<file path="src/rtl/vga_pkg.sv">
// Shared VGA stream definitions: field positions inside strVGA and the
// default 640x480@60 timing. Used by the timing source and its consumers.
package vga_pkg;

    // strVGA field layout: {active, vsync, hsync, y[9:0], x[9:0]}
    localparam int STR_X_LSB = 0;
    localparam int STR_Y_LSB = 10;
    localparam int STR_HS    = 20;
    localparam int STR_VS    = 21;
    localparam int STR_ACT   = 22;
    localparam int STR_W     = 23;
    localparam int RGB_W     = 26;

    localparam int COORD_W   = 10;
    localparam int MAX_TOTAL = 1 << COORD_W;

    // 640x480@60 defaults
    localparam int H_ACTIVE_DEF = 640;
    localparam int H_FP_DEF     = 16;
    localparam int H_SYNC_DEF   = 96;
    localparam int H_BP_DEF     = 48;
    localparam int V_ACTIVE_DEF = 480;
    localparam int V_FP_DEF     = 10;
    localparam int V_SYNC_DEF   = 2;
    localparam int V_BP_DEF     = 33;

    typedef logic [STR_W-1:0] vga_stream_t;

    // Full period of one axis (line length or frame height)
    function automatic int axis_total(int act, int fp, int sync, int bp);
        return act + fp + sync + bp;
    endfunction

endpackage

</file>
<file path="src/rtl/vga_stream_gen_if.sv">
// Stream bundle between the timing source (master) and the Pong pipeline (slave).
interface vga_stream_gen_if;
    import vga_pkg::*;

    logic        enable;
    vga_stream_t strVGA;
    logic        endframe;
    logic [7:0]  frame_cnt;

    modport master (input enable, output strVGA, output endframe, output frame_cnt);
    modport slave  (output enable, input strVGA, input endframe, input frame_cnt);
endinterface

</file>
<file path="src/rtl/vga_timing_axis.sv">
// One timing axis: position counter that advances on i_tick and wraps at
// the end of the period, with active-region and sync-pulse decode.
module vga_timing_axis
    import vga_pkg::*;
#(
    parameter int ACTIVE = 640,
    parameter int FP     = 16,
    parameter int SYNC   = 96,
    parameter int BP     = 48,
    parameter bit POL    = 1'b0
) (
    input  logic               clk,
    input  logic               rst,
    input  logic               i_tick,
    output logic [COORD_W-1:0] o_cnt,
    output logic               o_wrap,
    output logic               o_active,
    output logic               o_sync
);
    localparam int TOTAL = axis_total(ACTIVE, FP, SYNC, BP);
    localparam logic [COORD_W-1:0] LAST = COORD_W'(TOTAL - 1);

    // The coordinate fields are COORD_W bits wide, so the period must fit.
    generate
        if (TOTAL > MAX_TOTAL) begin : g_bad_total
            $error("vga_timing_axis: period %0d exceeds %0d", TOTAL, MAX_TOTAL);
        end
    endgenerate

    logic [COORD_W-1:0] r_cnt;
    logic               w_in_sync;

    // Position counter: holds when not ticked, wraps after the last position
    always_ff @(posedge clk or posedge rst) begin
        if (rst)         r_cnt <= '0;
        else if (i_tick) r_cnt <= o_wrap ? '0 : r_cnt + 1'b1;
    end

    assign o_cnt     = r_cnt;
    assign o_wrap    = i_tick && (r_cnt == LAST);
    assign o_active  = int'(r_cnt) < ACTIVE;
    assign w_in_sync = (int'(r_cnt) >= ACTIVE + FP) && (int'(r_cnt) < ACTIVE + FP + SYNC);
    assign o_sync    = w_in_sync ? POL : ~POL;

endmodule

</file>
<file path="src/rtl/vga_stream_gen.sv">
// Pixel-timing source for the Pong pipeline: registered VGA stream,
// end-of-frame pulse on the last visible pixel, and a frame counter.
module vga_stream_gen
    import vga_pkg::*;
#(
    parameter int H_ACTIVE = H_ACTIVE_DEF,
    parameter int H_FP     = H_FP_DEF,
    parameter int H_SYNC   = H_SYNC_DEF,
    parameter int H_BP     = H_BP_DEF,
    parameter int V_ACTIVE = V_ACTIVE_DEF,
    parameter int V_FP     = V_FP_DEF,
    parameter int V_SYNC   = V_SYNC_DEF,
    parameter int V_BP     = V_BP_DEF,
    parameter bit HS_POL   = 1'b0,
    parameter bit VS_POL   = 1'b0
) (
    input  logic px_clk,
    input  logic reset,
    vga_stream_gen_if.master bus
);
    localparam vga_stream_t STR_IDLE = {1'b0, ~VS_POL, ~HS_POL, 20'd0};

    logic [COORD_W-1:0] w_hc, w_vc;
    logic               w_h_wrap, w_h_act, w_hs;
    logic               w_unused_v_wrap, w_v_act, w_vs;
    logic               w_v_tick, w_last_px;

    vga_stream_t r_str;
    logic        r_endframe;
    logic [7:0]  r_frame_cnt;

    // Horizontal axis advances every enabled pixel clock
    vga_timing_axis #(
        .ACTIVE(H_ACTIVE), .FP(H_FP), .SYNC(H_SYNC), .BP(H_BP), .POL(HS_POL)
    ) u_h (
        .clk(px_clk), .rst(reset), .i_tick(bus.enable),
        .o_cnt(w_hc), .o_wrap(w_h_wrap), .o_active(w_h_act), .o_sync(w_hs)
    );

    // Vertical axis advances when the line wraps (wrap already implies enable)
    assign w_v_tick = w_h_wrap & bus.enable;

    vga_timing_axis #(
        .ACTIVE(V_ACTIVE), .FP(V_FP), .SYNC(V_SYNC), .BP(V_BP), .POL(VS_POL)
    ) u_v (
        .clk(px_clk), .rst(reset), .i_tick(w_v_tick),
        .o_cnt(w_vc), .o_wrap(w_unused_v_wrap), .o_active(w_v_act), .o_sync(w_vs)
    );

    assign w_last_px = (int'(w_hc) == H_ACTIVE - 1) && (int'(w_vc) == V_ACTIVE - 1);

    // Output registers: stream describes the previous cycle's position;
    // endframe is cleared whenever frozen so it never repeats.
    always_ff @(posedge px_clk or posedge reset) begin
        if (reset) begin
            r_str       <= STR_IDLE;
            r_endframe  <= 1'b0;
            r_frame_cnt <= 8'd0;
        end else begin
            r_endframe <= 1'b0;
            if (bus.enable) begin
                r_str      <= {w_h_act & w_v_act, w_vs, w_hs, w_vc, w_hc};
                r_endframe <= w_last_px;
                if (w_last_px) r_frame_cnt <= r_frame_cnt + 8'd1;
            end
        end
    end

    assign bus.strVGA    = r_str;
    assign bus.endframe  = r_endframe;
    assign bus.frame_cnt = r_frame_cnt;

endmodule

</file>
<file path="src/flat_wrapper.sv">
// flat-port wrapper written by rule: the top's interface ports become plain ports
module vga_stream_gen_flat import vga_pkg::*;
#(
    parameter int H_ACTIVE = H_ACTIVE_DEF,
    parameter int H_FP     = H_FP_DEF,
    parameter int H_SYNC   = H_SYNC_DEF,
    parameter int H_BP     = H_BP_DEF,
    parameter int V_ACTIVE = V_ACTIVE_DEF,
    parameter int V_FP     = V_FP_DEF,
    parameter int V_SYNC   = V_SYNC_DEF,
    parameter int V_BP     = V_BP_DEF,
    parameter bit HS_POL   = 1'b0,
    parameter bit VS_POL   = 1'b0
)
  (px_clk, reset, bus_enable, bus_strVGA, bus_endframe, bus_frame_cnt);
  vga_stream_gen_if bus_i ();
  input  logic px_clk;
  input  logic reset;
  input wire logic [$bits(bus_i.enable)-1:0] bus_enable;
  output wire logic [$bits(bus_i.strVGA)-1:0] bus_strVGA;
  output wire logic [$bits(bus_i.endframe)-1:0] bus_endframe;
  output wire logic [$bits(bus_i.frame_cnt)-1:0] bus_frame_cnt;
  assign bus_i.enable = bus_enable;
  assign bus_strVGA = bus_i.strVGA;
  assign bus_endframe = bus_i.endframe;
  assign bus_frame_cnt = bus_i.frame_cnt;
  vga_stream_gen #(.H_ACTIVE(H_ACTIVE), .H_FP(H_FP), .H_SYNC(H_SYNC), .H_BP(H_BP), .V_ACTIVE(V_ACTIVE), .V_FP(V_FP), .V_SYNC(V_SYNC), .V_BP(V_BP), .HS_POL(HS_POL), .VS_POL(VS_POL)) u_core (.px_clk(px_clk), .reset(reset), .bus(bus_i));
endmodule
</file>
<file path="config.mk">
export PLATFORM = sky130hd
export DESIGN_NAME = vga_stream_gen_flat
export DESIGN_NICKNAME = d
export VERILOG_FILES = /design/src/rtl/vga_pkg.sv /design/src/rtl/vga_stream_gen_if.sv /design/src/rtl/vga_timing_axis.sv /design/src/rtl/vga_stream_gen.sv /design/src/flat_wrapper.sv
export SDC_FILE = /design/constraint.sdc
export NUM_CORES = 1
export LEC_CHECK = 0
export CAP_MARGIN = 10
export CORE_ASPECT_RATIO = 0.6
export CORE_MARGIN = 3
export CORE_UTILIZATION = 54
export DETAILED_ROUTE_END_ITERATION = 12
export PLACE_DENSITY = 0.89
export SYNTH_ARGS = -nofsm -noshare
export SYNTH_HDL_FRONTEND = slang
export SYNTH_HIERARCHICAL = 1
export SYNTH_SLANG_ARGS = --single-unit
</file>
<file path="constraint.sdc">
create_clock -name px_clk -period 4.75 [get_ports px_clk]
set_input_delay 0.95 -clock px_clk [delete_from_list [all_inputs] [get_ports px_clk]]
set_output_delay 0.95 -clock px_clk [all_outputs]
set_load 0.01 [all_outputs]
</file>
## Word-level counts from Yosys, hierarchy flattened

Index checks and enable logic that the tools add are counted.
W data, S select, Z words.

- Bits in registers: 52
- Input port bits: 3
- Output and inout port bits: 32

- $add $sub $neg: 3
- Magnitude comparators: 6
- Equal/unequal tests: 4
- Mux-type cells: 5
- Bitwise operators: 2
- Reductions and logical operators: 6

Operator list:

| kind | number |
|---|---|
| $eq A10 B10 Y1 const B | 4 |
| $add A10 B1 Y10 const B | 2 |
| $lt A10 B10 Y1 const B | 2 |
| $lt A10 B9 Y1 const B | 2 |
| $mux W10 | 2 |
| $ge A10 B10 Y1 const B | 1 |
| $ge A10 B9 Y1 const B | 1 |
| $add A8 B1 Y8 const B | 1 |
| $logic_and A1 B1 Y1 | 5 |
| $mux W1 | 3 |
| $and A1 B1 Y1 | 2 |
| $reduce_and A2 Y1 | 1 |

## Longest topological paths before layout

- Depth after elaboration: 5
- Depth in mapped cells: 8

## By module

Netlist, hierarchy kept.

Modules (own cells, without submodules):

| module | times used | cells each | area each (µm²) |
|---|---|---|---|
| vga_stream_gen | 1 | 93 | 1345.0 |
| vga_timing_axis at u_core.u_h | 1 | 62 | 596.8 |
| vga_timing_axis at u_core.u_v | 1 | 53 | 563.0 |

## Least setup slack after synthesis

OpenSTA, ideal clock, no wires.

- Path kind: input to register
- Start point: input port bus_enable
- End point: register u_core.u_v.r_cnt[9], in the netlist u_core/u_v/o_cnt[9]
- Library setup time: 0.073 ns
- Arrival: 2.652 ns
- Data required time: 4.677 ns
- Slack: 2.025 ns
- Cell stages on the path: 8
- Path buffers: 2
- Cell sequence: buf_4 and4_2 and4_1 buf_2 and2_1 nand3_4 or4_4 a21oi_2

- Longest elaborated chain between the ends: 4

RTL lines:

| what | line | source |
|---|---|---|
| start: declaration | flat_wrapper.sv:19 | `input wire logic [$bits(bus_i.enable)-1:0] bus_enable;` |
| $logic_and A1 B1 Y1 * | vga_timing_axis.sv:40 | `assign o_wrap = i_tick && (r_cnt == LAST);` |
| via u_core.w_h_wrap | vga_stream_gen.sv:24 | `logic w_h_wrap, w_h_act, w_hs;` |
| $and A1 B1 Y1 * | vga_stream_gen.sv:41 | `assign w_v_tick = w_h_wrap & bus.enable;` |
| via u_core.w_v_tick | vga_stream_gen.sv:26 | `logic w_v_tick, w_last_px;` |
| $logic_and A1 B1 Y1 | vga_timing_axis.sv:40 |  |
| $mux W10 | vga_timing_axis.sv:36 | `else if (i_tick) r_cnt <= o_wrap ? '0 : r_cnt + 1'b1;` |
| end signal: assignment | vga_timing_axis.sv:36 |  |
| end: declaration | vga_timing_axis.sv:30 | `logic [COORD_W-1:0] r_cnt;` |

Mark *: on every way through the listed nets, which the timed path passes. The rest lies on a longest branch.
A chain may end at the register's enable or synchronous reset.

## Worst setup path after layout

Ends and elaborated chain as after synthesis.

==> out/qor.txt <==
Io pins: 35
Status: finished clean
Final setup violation count: 0
Routed vias: 1732
Final estimated routing congestion in global placement: 0.884
Synthesized area per cell: 12.0 µm²
Syn_nets: 216
Final #Nets: 250
Kind of critical path: in2reg
Synth top area share: 50.0%
Die Y: 58.8 µm
Routed Antenna Nets: 0
Core area: 4280 µm²
Drt wl/cell: 15.1 µm
Critical Path RT: 5.00 ns
DR vias/cell: 5.72
Startpoint types: input port
Synth Warn #: 6
Fin Setup TNS: 0 ns
Clock root buffer: clkbuf_8
Sequential element share of the synthesized area: 52.0%
Number of max-cap violations: 0
Vias in the first global route: 1650
CTS tree: done
Top post-synthesis cells by area: dfrtp_1 (50%), mux2_2 (9.4%), xnor2_1 (4.2%)
Fmax: 0.343 GHz
Slew @ Worst Pin: 0.578 ns
Design Power: 0.000928 W
Global-route wire length before repair: 7990 µm
Setup Fix Bufs, Post-CTS: 0
DRC: 0
Clock Skews: 0.00961 ns
EDFF count, synth: 0
Post-Route WL: 4560 µm
Worst skew pair latency: 0.31 ns
Synth Register Bits: 52
Critical Path Fanout Max: 8
Starting density of the core: 58.5%
Grt ovf: 0
Relative slew slack: 61.3%
Post-Syn Area: 2500 µm²
Leak: 1.31 nW
Die W: 93.9 µm
Clk sinks: 52
Most common cell in the netlist: dfrtp_1
Hold Violations, Final: 0
CTS max path bufs: 2
Unrepaired setup endpoints after global routing: no
Fillers: 307
Most frequent cells after synthesis: dfrtp_1 (50), mux2_2 (21), nand2_1 (12), nand3_1 (12), xnor2_1 (12)
Post-DP HPWL: 3360 µm
Crit end category: flip-flop
Hold crit path type: reg2reg
CTS buffer count: 5
Row count: 18
Cts hold-fix bufs: 0
Tcrit/Tclk final: 61.3%
Clock transition at path regs: 0.09 ns
Gate Count Post-Synth: 208
Largest net degree at the start of global routing: 35
ANT cells: 0
Crit path DAT: 3.16 ns
Pins Over Slew Limit: 0
PD cells: 312 nW/µm²
Antenna violations before repair: 0
Drt pass-1 iters: 4
Main synth FF type: dfrtp_1
Die ar.: 5520 µm²
Count of buffers from port buffering: 34
Async SR Flop Fraction: 100%
Post-route minimum period: 2.91 ns
Worst Hold Slack: 0.477 ns
Yosys cell types: 49
Area Growth Syn to Fin: 18.8%
Layout cell share with drive strength beyond 1: 19.8%
Resized Gates After CTS: 0
H-tree level count: 2
Leading area contributor after synthesis: dfrtp_1
Drt initial violations: 123
GR Util All Layers: 19.1%
VDD IR max: 0.186 mV
==> final timing paths <==
path,startpoint,endpoint,slack [ns],cells past startpoint
worst max-delay path,bus_enable,u_core/u_v/o_cnt[9],1.84,7
worst min-delay path,u_core/bus.frame_cnt[7],u_core/bus.frame_cnt[7],0.48,1
worst max register to register,u_core/u_h/o_cnt[0],u_core/u_v/o_cnt[9],2.26,7
worst min register to register,u_core/bus.frame_cnt[7],u_core/bus.frame_cnt[7],0.48,1
max in group asynchronous,reset,u_core/bus.strVGA[21],3.13,3
min in group asynchronous,reset,u_core/bus.strVGA[7],0.96,2
==> layer usage <==
metal	vias to the layer above	routed length, µm	GRT usage [%]
li1	826	-	-
met1	842	2290	28.8
met2	51	1910	25.0
met3	13	256	5.11
met4	0	105	10.1
met5	-	0	0
==> registers in the layout (all words and copies together), names as in the netlist <==
signal,count
u_core/bus.strVGA,23
u_core/u_h/o_cnt,10
u_core/u_v/o_cnt,10
u_core/bus.frame_cnt,8
u_core/bus.endframe,1
==> worst max-delay path, cell delays in order <==
cell,delay (ns)
clkdlybuf4s50_1,0.47
and4_2,0.25
and4_1,0.29
and2_1,0.35
nand3_4,0.16
or4_4,0.55
a21oi_2,0.14
==> cell type report <==
cell class	count	area [µm²]	area share (%)
clock buffers	6	72.6	2.44
flip-flops and latches	52	1300	43.8
well taps	60	75.1	2.52
repair buffers	36	355	11.9
inverters	10	37.5	1.26
clock inverters	2	16.3	0.546
multi-input cells	137	1120	37.5
==> cells by family (layout without fill, tap and decap cells) <==
family / Yosys count / in the layout / synth area share [%]
fa+ha+maj: 5 / 5 / 2.50
xor+xnor: 17 / 17 / 5.94
flops: 52 / 52 / 52.0
mux: 23 / 23 / 10.4
simple gates: 73 / 73 / 20.6
compound gates: 19 / 19 / 5.09
buf+inv: 19 / 54 / 3.40
==> through the flow <==
stage | instances | area [µm²] | setup slack (ns) | utilization (%)
4_1_cts | 303 | 2980 | 1.85 | 69.6
3_5_place_dp | 295 | 2890 | 1.53 | 67.5
2_1_floorplan | 208 | 2500 | 2.03 | -
6_report | 303 | 2980 | 1.84 | 69.6
5_1_grt | 303 | 2980 | 1.79 | 69.6
3_3_place_gp | 295 | 2890 | 1.58 | 67.5
==> power breakdown <==
| part | internal [W] | switching (W) |
|---|---|---|
| Sequential | 0.000484 | 0.0000579 |
| Combinational | 0.0000778 | 0.0000608 |
| Clock | 0.000105 | 0.000142 |
| Total | 0.000667 | 0.000261 |
==> placed cells by master, fill, tap and decap left out, types with 4 or more instances in the layout <==
cell             synthesis  layout
and3_1                   4       4
and4_1                   5       5
clkbuf_8                 0       5
clkdlybuf4s50_1          0      34
dfrtp_1                 50      50
ha_1                     5       5
inv_1                   10      10
mux2_2                  21      21
nand2_1                 12      12
nand3_1                 12      12
nand4_1                  8       8
nor2_1                   5       5
o21ai_0                  7       7
xnor2_1                 12      12
xor2_1                   5       5
Note: power is estimated with default switching activity, not from simulation.
